File: config.mk
export PLATFORM = sky130hd
export DESIGN_NAME = quad_step_decoder
export DESIGN_NICKNAME = d
export VERILOG_FILES = /design/src/rtl/quad_step_decoder.sv
export SDC_FILE = /design/constraint.sdc
export NUM_CORES = 1
export LEC_CHECK = 0
export CAP_MARGIN = 20
export CORE_MARGIN = 2
export CORE_UTILIZATION = 33
export CTS_CLUSTER_DIAMETER = 80
export DETAILED_ROUTE_END_ITERATION = 8
export GPL_TIMING_DRIVEN = 0
export SYNTH_ARGS = -nofsm -noshare
export SYNTH_HDL_FRONTEND = slang
export SYNTH_SLANG_ARGS = --single-unit
File: constraint.sdc
create_clock -name clk -period 2.2 [get_ports clk]
set_clock_uncertainty 0.1 [all_clocks]
set_input_delay 0.44 -clock clk [delete_from_list [all_inputs] [get_ports clk]]
set_output_delay 0.44 -clock clk [all_outputs]
set_load 0.02 [all_outputs]
File: src/rtl/quad_step_decoder.sv
// Quadrature A/B/index front end: synchronise, optionally glitch-filter, decode Gray steps
// into one-cycle en/up, load or syn_clr commands. Optional filter: define GLITCH_FILTER_EN.
module quad_step_decoder #(
  parameter int unsigned N           = 8,
  parameter int unsigned SYNC_STAGES = 2,
  parameter int unsigned FILT_LEN    = 4
) (
  input  logic         clk,
  input  logic         rst_n,
  input  logic         a_in,
  input  logic         b_in,
  input  logic         idx_in,
  input  logic         idx_mode,
  input  logic [N-1:0] preset_val,
  input  logic         err_clr,
  output logic         en_out,
  output logic         up_out,
  output logic         load_out,
  output logic [N-1:0] d_out,
  output logic         syn_clr_out,
  output logic         err_flag
);

`ifdef GLITCH_FILTER_EN
  localparam int unsigned INIT_LEN = SYNC_STAGES + FILT_LEN;
`else
  localparam int unsigned INIT_LEN = SYNC_STAGES;
`endif
  localparam int unsigned INIT_W = $clog2(INIT_LEN + 1);

  if (SYNC_STAGES < 2 || FILT_LEN < 2) begin : g_bad_params
    $error("quad_step_decoder: SYNC_STAGES and FILT_LEN must both be >= 2");
  end

  typedef enum logic {S_INIT, S_TRACK} state_t;

  state_t              state;
  logic [INIT_W-1:0]   init_cnt;
  logic [2:0]          sync_q [SYNC_STAGES];
  logic [2:0]          filt;
  logic [1:0]          prev_ab;
  logic                prev_idx;
  logic                pend_valid;
  logic                pend_up;

  // Bit order everywhere: {a, b, idx}
  always_ff @(posedge clk or negedge rst_n) begin
    if (!rst_n) begin
      for (int i = 0; i < int'(SYNC_STAGES); i++) sync_q[i] <= '0;
    end else begin
      sync_q[0] <= {a_in, b_in, idx_in};
      for (int i = 1; i < int'(SYNC_STAGES); i++) sync_q[i] <= sync_q[i-1];
    end
  end

`ifdef GLITCH_FILTER_EN
  localparam int unsigned FILT_W = $clog2(FILT_LEN);

  logic [FILT_W-1:0] filt_cnt [3];
  logic [2:0]        filt_q;

  // Filtered bit flips on the FILT_LEN-th consecutive differing sample
  always_ff @(posedge clk or negedge rst_n) begin
    if (!rst_n) begin
      filt_q <= '0;
      for (int k = 0; k < 3; k++) filt_cnt[k] <= '0;
    end else begin
      for (int k = 0; k < 3; k++) begin
        if (sync_q[SYNC_STAGES-1][k] == filt_q[k]) begin
          filt_cnt[k] <= '0;
        end else if (filt_cnt[k] == FILT_W'(FILT_LEN - 1)) begin
          filt_q[k]   <= sync_q[SYNC_STAGES-1][k];
          filt_cnt[k] <= '0;
        end else begin
          filt_cnt[k] <= filt_cnt[k] + 1'b1;
        end
      end
    end
  end

  assign filt = filt_q;
`else
  assign filt = sync_q[SYNC_STAGES-1];
`endif

  // Position along the up sequence 00->01->11->10
  function automatic logic [1:0] gray_pos(input logic [1:0] ab);
    return {ab[1], ab[1] ^ ab[0]};
  endfunction

  logic [1:0] ab_c;
  logic       idx_c;
  logic [1:0] diff_c;
  logic       step_c;
  logic       step_up_c;
  logic       err_c;
  logic       idx_rise_c;

  assign ab_c       = filt[2:1];
  assign idx_c      = filt[0];
  assign diff_c     = ab_c ^ prev_ab;
  assign step_c     = (diff_c == 2'b01) || (diff_c == 2'b10);
  assign err_c      = (diff_c == 2'b11);
  assign step_up_c  = (gray_pos(ab_c) - gray_pos(prev_ab)) == 2'd1;
  assign idx_rise_c = idx_c & ~prev_idx;

  always_ff @(posedge clk or negedge rst_n) begin
    if (!rst_n) begin
      state       <= S_INIT;
      init_cnt    <= '0;
      prev_ab     <= '0;
      prev_idx    <= 1'b0;
      pend_valid  <= 1'b0;
      pend_up     <= 1'b0;
      en_out      <= 1'b0;
      up_out      <= 1'b0;
      load_out    <= 1'b0;
      syn_clr_out <= 1'b0;
      d_out       <= '0;
      err_flag    <= 1'b0;
    end else begin
      en_out      <= 1'b0;
      load_out    <= 1'b0;
      syn_clr_out <= 1'b0;

      if (state == S_INIT) begin
        if (init_cnt == INIT_W'(INIT_LEN)) begin
          prev_ab  <= ab_c;
          prev_idx <= idx_c;
          state    <= S_TRACK;
        end else begin
          init_cnt <= init_cnt + 1'b1;
        end
      end else begin
        prev_ab  <= ab_c;
        prev_idx <= idx_c;
        // Index wins the cycle; a colliding step waits one cycle in the pending slot
        if (idx_rise_c) begin
          if (idx_mode) begin
            load_out <= 1'b1;
            d_out    <= preset_val;
          end else begin
            syn_clr_out <= 1'b1;
          end
          if (step_c && !pend_valid) begin
            pend_valid <= 1'b1;
            pend_up    <= step_up_c;
          end
        end else if (pend_valid) begin
          en_out     <= 1'b1;
          up_out     <= pend_up;
          pend_valid <= step_c;
          pend_up    <= step_up_c;
        end else if (step_c) begin
          en_out <= 1'b1;
          up_out <= step_up_c;
        end
      end

      if (state == S_TRACK && err_c) err_flag <= 1'b1;
      else if (err_clr)              err_flag <= 1'b0;
    end
  end

endmodule

==> results of run 1 <==
## power by group through the flow
stage	registers, mW	logic (mW)	clock network, mW
4_1_cts	0.605	0.306	0.235
6_report	0.605	0.300	0.216
3_3_place_gp	0.611	0.298	0
2_1_floorplan	0.666	0.101	0
5_1_grt	0.614	0.324	0.247
3_5_place_dp	0.615	0.305	0
## cell families (layout without fill, tap and decap cells)
group | Yosys count | count (layout) | share of synthesized area [%]
compound gates | 6 | 6 | 3.28
xor+xnor | 6 | 6 | 6.45
fa+ha+maj | 3 | 3 | 3.52
buf+inv | 5 | 37 | 1.76
flops | 27 | 27 | 63.3
mux | 13 | 13 | 14.1
simple gates | 14 | 14 | 7.62
## Yosys cell counts
library cell | n | area (µm²)
nand3_2 | 1 | 10.0
xor2_1 | 3 | 26.3
o211ai_1 | 1 | 7.51
nor2b_1 | 1 | 6.26
nand2_1 | 4 | 15.0
xor3_2 | 1 | 25.0
mux2_1 | 1 | 11.3
mux2_2 | 11 | 124
inv_1 | 5 | 18.8
o21ai_0 | 4 | 20.0
nor2_1 | 3 | 11.3
ha_1 | 3 | 37.5
xnor2_1 | 2 | 17.5
o31ai_1 | 1 | 7.51
nor3_1 | 1 | 5.00
nand3b_1 | 1 | 7.51
and3b_1 | 2 | 17.5
mux2_4 | 1 | 15.0
dfrtp_1 | 27 | 676
nor2b_2 | 1 | 8.76
## flip-flops by register name, summed over array words and instances (netlist names)
name and count:
err_flag 1, prev_idx 1, pend_up 1, up_out 1
syn_clr_out 1, state 1, en_out 1, filt 3
sync_q 3, load_out 1, pend_valid 1, d_out 8
prev_ab 2, init_cnt 2
## placed cells by master, fill, tap and decap left out, drive strengths merged
cell / n
inv: 5
nor3: 1
nor2: 3
xor3: 1
buf: 1
clkbuf: 3
o21ai: 4
nand3b: 1
nand2: 4
nand3: 1
o31ai: 1
mux2: 13
clkdlybuf4s50: 27
o211ai: 1
and3b: 2
clkinvlp: 1
dfrtp: 27
xor2: 3
xnor2: 2
nor2b: 2
ha: 3
## worst paths after layout
path,startpoint,to,slack (ns),depth (start not counted)
setup / recovery,filt[2],pend_up,0.34,5
hold reg to reg,sync_q[4],filt[1],0.26,0
max in group asynchronous,rst_n,d_out[0],1.09,2
setup reg to reg,filt[2],pend_up,0.34,5
min in group asynchronous,rst_n,pend_valid,0.40,1
hold / removal,sync_q[4],filt[1],0.26,0
## area by class of cell
class                           instances  area [µm²]
Inverter                                5        18.8
Fill cell                             283        1620
Tap cell                               44        55.1
Multi-Input combinational cell         42         373
Sequential cell                        27         676
Clock inverter                          1        7.51
Clock buffer                            3        22.5
Timing Repair Buffer                   28         285
## routing by layer
| metal | wire length, µm | track usage [%] |
|---|---|---|
| met5 | 0 | 0 |
| met4 | 46 | 8.39 |
| met3 | 45 | 1.92 |
| met2 | 820 | 15.4 |
| met1 | 743 | 13.0 |
## stage by stage
| step | setup slack [ns] | std cells | util (%) |
|---|---|---|---|
| 2_1_floorplan | 0.469 | 74 | - |
| 3_3_place_gp | 0.241 | 145 | 45.6 |
| 3_5_place_dp | 0.355 | 146 | 46.1 |
| 4_1_cts | 0.317 | 150 | 47.1 |
| 5_1_grt | 0.244 | 150 | 47.1 |
| 6_report | 0.341 | 150 | 47.1 |
## critical path: cells and delay by family (launching register included)
family                   cells  cell delay (ns)
flip-flops                   1             0.47
multiplexers                 1             0.35
adder cells (fa/ha/maj)      1             0.32
AO/OA/AOI/OAI                1             0.18
XOR/XNOR                     1             0.17
AND/OR/NAND/NOR              1             0.17
==> metrics.yaml, run 1 <==
status:
  status: "finished, final reports clean"
timing:
  fin_setup_tns_ns: 0
  min_period_over_period_pct: 84.5
  max_slew.worst_pin.slew_ns: 0.665
  slew_headroom_pct: 55.5
  finalSetupViolations: 0
  hold_viol_final: 0
  fmax_ghz: 0.538
  rsz0062_at_grt: "no"
  fin_crit_ns: 1.86
  hold_slack_ns: 0.264
  slew_viol_final: 0
finish:
  finalNetCount: 125
  n_antenna_cell: 0
  area_growth_pct: 34.7
  postLayoutCellArea_um2: 1440
  drive_gt1_share_pct: 18.9
synthesis:
  syn_nets: 92
  syn-instance-count: 74
  ys_warn_count: 0
  synth_cell_types: 20
  synth.cell_area_um2: 1070
  syn_avg_cell_area_um2: 14.4
  seq_area_frac_synth_pct: 63.3
  ys_ff_latch: 27
detailed_routing:
  wl_per_cell_um: 11.0
  vias: 640
  drt-initial-drc-count: 2
  wirelength_um: 1660
  drtAntennaViolNets: 0
  drc: 0
  dr.pass1.iters: 2
  via_per_inst: 4.27
pwr:
  combPwrFrac_pct: 26.8
  power_frac_seq_pct: 53.9
  internal_power_mw: 0.806
  p_sw_mw: 0.315
  power_mw: 1.12
  power.share.clock_pct: 19.3
  vdd_drop_max_uv: 323
  p_per_area_nw_per_um2: 780
  p_leak_nw: 0.635
  swShare_pct: 28.1
global_routing:
  grt_pass1_vias: 621
  grt_pass1_wl_um: 2720
  grt_overflow_total: 0
  grt_max_degree: 17
  antenna_found_initial: 0
  grt_usage_pct: 10.3
clock_network:
  postCtsSetupRepairBufs: 0
  numCtsBuffers: 3
  clk_pin_slew_ns: 0.14
  post_cts_resized: 0
  clock_path_buffers: 2
  clk_latency_ns: 0.33
  htree_levels: 1
  clock_sinks: 27
  cts_tree: "done"
  cts-root-buf: "clkbuf_4"
  cts_hold_buf: 0
job:
  drv_cap: 0
die:
  fp.dieArea_um2: 3710
  chipHeight_um: 60.9
  dieWidth_um: 60.9
  pin_count: 28
  coreArea_um2: 3050
  rows: 20
  initial_utilization_pct: 35.0
critical_path:
  crit_fanout: 4
  cp.required_ns: 2.33
  crit_path_max_incr_delay_ns: 0.47
  cp-start-kind: "register"
  cp_cell_sequence: "xor2_1 -> ha_1 -> and3b_1 -> o211ai_1 -> mux2_2"
  cp.arrival_ns: 1.99
  worst_path_max_delay_cell: "dfrtp_1"
  critPathCaptureType: "register"
  crit_type: "register to register"
hold_path:
  hold_class: "register to register"
placement:
  port_buffers: 27
  gp_congestion: 0.632
  place_area_um2: 1410
  hpwlAfterDp_um: 1260
No activity file was read; power rests on OpenSTA's default activity.
==> inputs of run 2 (changes only) <==
==> constraint.sdc (replaced) <==
create_clock -name clk -period 1.6 [get_ports clk]
set_clock_uncertainty 0.1 [all_clocks]
set_input_delay 0.32 -clock clk [delete_from_list [all_inputs] [get_ports clk]]
set_output_delay 0.32 -clock clk [all_outputs]
set_load 0.02 [all_outputs]
==> run 2 against run 1 <==
The run now ends with setup timing left; setup slack worse by 0.52 ns; highest routed layer unchanged; sequential share of layout area fell by 1.8 points; critical path type unchanged; sequential power increased by 36%; register-to-register slack worse by 0.52 ns; hold slack got worse by 0.085 ns; wire length is 4.2% higher; first-iteration DRC count rose to 3.0 times the previous value; combinational power grew 34%; fmax rose by 4.3%.
==> metrics.yaml, run 2 (same netlist as run 1, synthesis figures left out) <==
detailed_routing:
  dr.pass1.iters: 2  # unchanged
  drtAntennaViolNets: 0  # unchanged
  wirelength_um: 1730  # was 1660 µm
  drt-initial-drc-count: 6  # was 2
  vias: 662  # was 640
  drc: 0  # unchanged
  via_per_inst: 4.24  # was 4.27
  wl_per_cell_um: 11.1  # was 11.0 µm
clock_network:
  cts-root-buf: "clkbuf_4"  # unchanged
  clock_path_buffers: 2  # unchanged
  numCtsBuffers: 3  # unchanged
  cts_tree: "done"  # unchanged
  clk_pin_slew_ns: 0.13  # was 0.14 ns
  clock_sinks: 27  # unchanged
  clk_latency_ns: 0.32  # was 0.33 ns
  htree_levels: 1  # unchanged
  cts_hold_buf: 0  # unchanged
critical_path:
  path_delay_family: "flip-flops"  # unchanged
  critPathCaptureType: "register"  # unchanged
  timing.critical_path.buf_inv: 0  # unchanged
  cp.required_ns: 1.71  # was 2.33 ns
  cp.arrival_ns: 1.90  # was 1.99 ns
  crit_fanout: 3  # was 4
  cp_cell_sequence: "xor2_1 -> ha_1 -> and3b_1 -> o211ai_1 -> mux2_2"  # unchanged
  crit_type: "register to register"  # unchanged
  cp-start-kind: "register"  # unchanged
  crit_path_max_incr_delay_ns: 0.45  # was 0.47 ns
  worst_path_max_delay_cell: "dfrtp_2"  # was dfrtp_1
finish:
  largest-register: "d_out"  # unchanged
  largest_register_ff_count: 8  # unchanged
  most-common-layout-cells: "26 x dfrtp_1, 14 x clkdlybuf4s50_1, 13 x dlygate4sd2_1"  # was 27 x dfrtp_1, 27 x clkdlybuf4s50_1, 11 x mux2_2
  drive_gt1_share_pct: 27.7  # was 18.9%
  fin_util_pct: 49.1  # was 47.1%
  multiInputGateArea_um2: 393  # was 373 µm²
  final_common_cell: "dfrtp_1"
  n_antenna_cell: 0  # unchanged
  postLayoutCellArea_um2: 1500  # was 1440 µm²
  area_growth_pct: 40.3  # was 34.7%
  n_fill_cell: 291  # was 283
  ff_latch_area_um2: 677  # was 676 µm²
  finalNetCount: 131  # was 125
placement:
  port_buffers: 27  # unchanged
  gp_congestion: 0.638  # was 0.632
  place_area_um2: 1430  # was 1410 µm²
  hpwlAfterDp_um: 1270  # was 1260 µm
hold_path:
  hold_class: "primary input to asynchronous set/reset pin"  # was register to register
job:
  drv_cap: 0  # unchanged
die:
  fp.dieArea_um2: 3710  # unchanged
  chipHeight_um: 60.9  # unchanged
  coreArea_um2: 3050  # unchanged
  pin_count: 28  # unchanged
  dieWidth_um: 60.9  # unchanged
  initial_utilization_pct: 35.0  # unchanged
  rows: 20  # unchanged
timing:
  hold_slack_ns: 0.180  # was 0.264 ns
  fin_crit_ns: 1.78  # was 1.86 ns
  hold_viol_final: 0  # unchanged
  fin_ws_ns: -0.182  # was 0.341 ns
  max_slew.worst_pin.slew_ns: 0.397  # was 0.665 ns
  fmax_ghz: 0.561  # was 0.538 GHz
  rsz0062_at_grt: "yes"  # was no
  min_period_over_period_pct: 111  # was 84.5%
  slew_viol_final: 0  # unchanged
  slew_headroom_pct: 73.4  # was 55.5%
  finalSetupViolations: 2  # was 0
pwr:
  internal_power_mw: 1.08  # was 0.806 mW
  combPwrFrac_pct: 26.5  # was 26.8%
  power_frac_seq_pct: 54.4  # was 53.9%
  p_sw_mw: 0.431  # was 0.315 mW
  swShare_pct: 28.4  # was 28.1%
  vdd_drop_max_uv: 360  # was 323 µV
  p_leak_nw: 0.709  # was 0.635 nW
  power.share.clock_pct: 19.1  # was 19.3%
  p_per_area_nw_per_um2: 1010  # was 780 nW/µm²
  power_mw: 1.51  # was 1.12 mW
global_routing:
  grt_overflow_total: 0  # unchanged
  grt_max_degree: 22  # was 17
  grt_pass1_vias: 643  # was 621
  grt_usage_pct: 11.1  # was 10.3%
  antenna_found_initial: 0  # unchanged
  grt_pass1_wl_um: 2940  # was 2720 µm
status:
  violations: "setup timing"
  status: "complete, but fails checks"  # was finished, final reports clean
[run 2: cell types whose count changed in the layout (fill, tap and decap cells not counted), sizes merged]
cell           previous run  this run
buf                       1         7
clkdlybuf4s50            27        14
clkinv                    0         1
clkinvlp                  1         0
dlygate4sd2               0        13
[run 2: final timing paths]
check	end	cells after the start	from	slack, ns
worst max-delay path	pend_up	5	filt[2]	-0.18
worst min-delay path	prev_ab[1]	1	rst_n	0.18
worst max register to register	pend_up	5	filt[2]	-0.18
worst min register to register	filt[1]	0	sync_q[4]	0.27
max in group asynchronous	state	2	rst_n	0.80
min in group clk	filt[1]	0	sync_q[4]	0.27
[run 2: through the flow]
step	worst slack, ns	TNS, ns	std cells
floorplan	-0.131	-0.131	74
global placement	-0.245	-6.89	145
detailed placement	-0.238	-0.386	146
CTS	-0.201	-0.333	156
global route	-0.240	-0.449	156
finish	-0.182	-0.291	156
[run 2: worst register-to-register path, stage by stage (launching register included)]
cell	delay, ns
dfrtp_2	0.45
xor2_1	0.14
ha_1	0.31
and3b_1	0.16
o211ai_1	0.17
mux2_2	0.35
[run 2: routing by layer]
layer  vias up  GRT usage (%)  share of wire [%]  wire, µm
li1        330              -                  -         -
met1       318           14.1                 43       749
met2        12           17.5                 52       901
met3         2           1.49                2.7        47
met4         0           7.45                1.6        27
met5         -              0                  0         0
[run 2: final cells by class]
| type | instances | area share (%) |
|---|---|---|
| sequential | 27 | 45.2 |
| multi-input combinational | 42 | 26.2 |
| timing repair buffer | 34 | 21.8 |
| tap | 44 | 3.68 |
| clock buffer | 3 | 1.50 |
| inverter | 5 | 1.25 |
| clock inverter | 1 | 0.334 |
[run 2: repair_timing]
item / 4_1_cts / 5_1_grt
resized for setup: 15 / 2
setup buffers: 6 / 0
setup endpoints to repair: 15 / 3
pin swaps: 1 / 0
[run 2: power groups by stage]
| stage | sequential (mW) | clock (mW) | combinational, mW |
|---|---|---|---|
| global route | 0.839 | 0.337 | 0.438 |
| finish | 0.824 | 0.289 | 0.401 |
| detailed placement | 0.843 | 0 | 0.427 |
| CTS | 0.824 | 0.311 | 0.404 |
| floorplan | 0.916 | 0 | 0.141 |
| global placement | 0.839 | 0 | 0.412 |
==> inputs of run 3 (changes only) <==
--- a/config.mk
+++ b/config.mk
@@ -6,11 +6,15 @@
 export NUM_CORES = 1
 export LEC_CHECK = 0
 export CAP_MARGIN = 20
+export CELL_PAD_IN_SITES_DETAIL_PLACEMENT = 1
+export CELL_PAD_IN_SITES_GLOBAL_PLACEMENT = 1
 export CORE_MARGIN = 2
 export CORE_UTILIZATION = 33
 export CTS_CLUSTER_DIAMETER = 80
 export DETAILED_ROUTE_END_ITERATION = 8
 export GPL_TIMING_DRIVEN = 0
+export PLACE_DENSITY_LB_ADDON = 0.1
+export SKIP_LAST_GASP = 1
 export SYNTH_ARGS = -nofsm -noshare
 export SYNTH_HDL_FRONTEND = slang
 export SYNTH_SLANG_ARGS = --single-unit
==> run 3 against run 2 <==
The run still ends with setup timing left; global-route usage shrank 0.11 points; cell count is 1.3% lower; fmax down 0.47%; flip-flop and latch count unchanged; utilization down 0.82 points; wire length rose by 1.5%; die area stayed put; first-iteration DRC count is 17% higher; via count up 1.2%; critical endpoint unchanged.
==> metrics.yaml, run 3 (same netlist as run 1, synthesis figures left out) <==
status:
  status: "complete, but fails checks"  # unchanged
  violations: "setup timing"  # unchanged
clock_network:
  htree_levels: 1  # unchanged
  clock_path_buffers: 2  # unchanged
  clk_pin_slew_ns: 0.14  # was 0.13 ns
  cts_tree: "done"  # unchanged
  numCtsBuffers: 3  # unchanged
  clk_latency_ns: 0.32  # about the same
  cts_hold_buf: 0  # unchanged
  clock_sinks: 27  # unchanged
  cts-root-buf: "clkbuf_4"  # unchanged
placement:
  gp_congestion: 0.642  # was 0.638
  place_inst: 146  # unchanged
  place_area_um2: 1430  # unchanged
  place_ws_ns: -0.248  # was -0.238 ns
  port_buffers: 27  # unchanged
  hpwlAfterDp_um: 1300  # was 1270 µm
critical_path:
  startpoint: "prev_ab[1]"  # was filt[2]
  reg2reg_to: "pend_up"  # unchanged
  worst_path_max_delay_cell: "dfrtp_1"  # was dfrtp_2
  cp_cell_sequence: "xor2_1 -> ha_1 -> and3b_1 -> o211ai_1 -> mux2_2"  # unchanged
  rrSetupSlack_ns: -0.19  # was -0.18 ns
  reg2reg_from: "prev_ab[1]"  # was filt[2]
  cp-start-kind: "register"  # unchanged
  path_delay_family: "flip-flops"  # unchanged
  crit_end: "pend_up"  # unchanged
  crit_fanout: 3  # unchanged
  worstRegToRegCells: 5  # unchanged
  cp.arrival_ns: 1.91  # was 1.90 ns
  crit_cells: 5  # unchanged
  crit_type: "register to register"  # unchanged
  cp.required_ns: 1.72  # was 1.71 ns
  timing.critical_path.buf_inv: 0  # unchanged
  critPathCaptureType: "register"  # unchanged
  crit_path_max_incr_delay_ns: 0.42  # was 0.45 ns
die:
  pin_count: 28  # unchanged
  dieWidth_um: 60.9  # unchanged
  initial_utilization_pct: 35.0  # unchanged
  coreArea_um2: 3050  # unchanged
  fp.dieArea_um2: 3710  # unchanged
  chipHeight_um: 60.9  # unchanged
  rows: 20  # unchanged
finish:
  most-common-layout-cells: "26 x dfrtp_1, 14 x clkdlybuf4s50_1, 13 x dlygate4sd2_1"  # unchanged
  finalNonFillerCells: 154  # was 156
  area_growth_pct: 38.0  # was 40.3%
  largest-register: "d_out"  # unchanged
  final_common_cell: "dfrtp_1"  # unchanged
  postLayoutCellArea_um2: 1470  # was 1500 µm²
  finalNetCount: 129  # was 131
  n_antenna_cell: 0  # unchanged
  drive_gt1_share_pct: 24.5  # was 27.7%
  largest_register_ff_count: 8  # unchanged
detailed_routing:
  wl_per_cell_um: 11.4  # was 11.1 µm
  drt-initial-drc-count: 7  # was 6
  vias: 670  # was 662
  dr.pass1.iters: 3  # was 2
  drtAntennaViolNets: 0  # unchanged
  wirelength_um: 1750  # was 1730 µm
  drc: 0  # unchanged
  via_per_inst: 4.35  # was 4.24
timing:
  finalSetupViolations: 2  # unchanged
  hold_viol_final: 0  # unchanged
  rsz0062_at_grt: "yes"  # unchanged
  fin_setup_tns_ns: -0.320  # was -0.291 ns
  fin_crit_ns: 1.79  # was 1.78 ns
  fin_ws_ns: -0.190  # was -0.182 ns
  slew_viol_final: 0  # unchanged
  fmax_ghz: 0.559  # was 0.561 GHz
  min_period_over_period_pct: 112  # was 111%
  max_slew.worst_pin.slew_ns: 0.468  # was 0.397 ns
  slew_headroom_pct: 68.7  # was 73.4%
global_routing:
  grt_pass1_vias: 636  # was 643
  grt_overflow_total: 0  # unchanged
  grt_pass1_wl_um: 2890  # was 2940 µm
  grt_max_degree: 21  # was 22
  antenna_found_initial: 0  # unchanged
  grt_usage_pct: 10.9  # was 11.1%
hold_path:
  hold_class: "primary input to asynchronous set/reset pin"  # unchanged
pwr:
  p_per_area_nw_per_um2: 1020  # was 1010 nW/µm²
  vdd_drop_max_uv: 437  # was 360 µV
  power_mw: 1.50  # was 1.51 mW
  p_leak_nw: 0.688  # was 0.709 nW
job:
  drv_cap: 0  # unchanged
-- run 3: repair_timing --
| item | 4_1_cts | 5_1_grt |
|---|---|---|
| endpoints found under the setup margin | 15 | 3 |
| gates resized for setup | 14 | 1 |
| pin swaps | 0 | 1 |
| setup buffers | 4 | 0 |
-- run 3: worst min-delay path by stage --
stage / from / end / slack, ns / cells after the start
finish: rst_n / err_flag / 0.21 / 1
global route: rst_n / err_flag / 0.22 / 1
CTS: rst_n / err_flag / 0.20 / 1
detailed placement: sync_q[3] / filt[0] / 0.24 / 0
global placement: sync_q[5] / filt[2] / 0.23 / 0
floorplan: rst_n / d_out[0] / -0.08 / 0
-- run 3: final cells by class --
cell class,instances,area [µm²]
flip-flops and latches,27,677
repair buffers,32,312
fillers,333,1580
inverters,5,18.8
well taps,44,55.1
clock inverters,1,7.51
multi-input cells,42,380
clock buffers,3,22.5
-- run 3: layer usage --
metal  vias to the layer above  wire length, µm  track usage [%]
met4                         0               25             6.52
met5                         -                0                0
met2                        15              858             16.9
met3                         2               66             1.92
met1                       334              802             14.4
li1                        319                -                -
-- run 3: through the flow --
stage / util [%] / hold slack, ns
after global routing: 48.2 / 0.217
final: 48.2 / 0.208
after global placement: 45.8 / 0.231
after floorplan: - / -0.0756
after CTS: 48.2 / 0.202
after detailed placement: 46.7 / 0.236
-- run 3: power by group --
part	switching [mW]	leakage (nW)	total, mW	internal [mW]
sequential	0.0498	0.319	0.824	0.774
clock	0.192	0.0139	0.288	0.0953
combinational	0.180	0.355	0.384	0.204
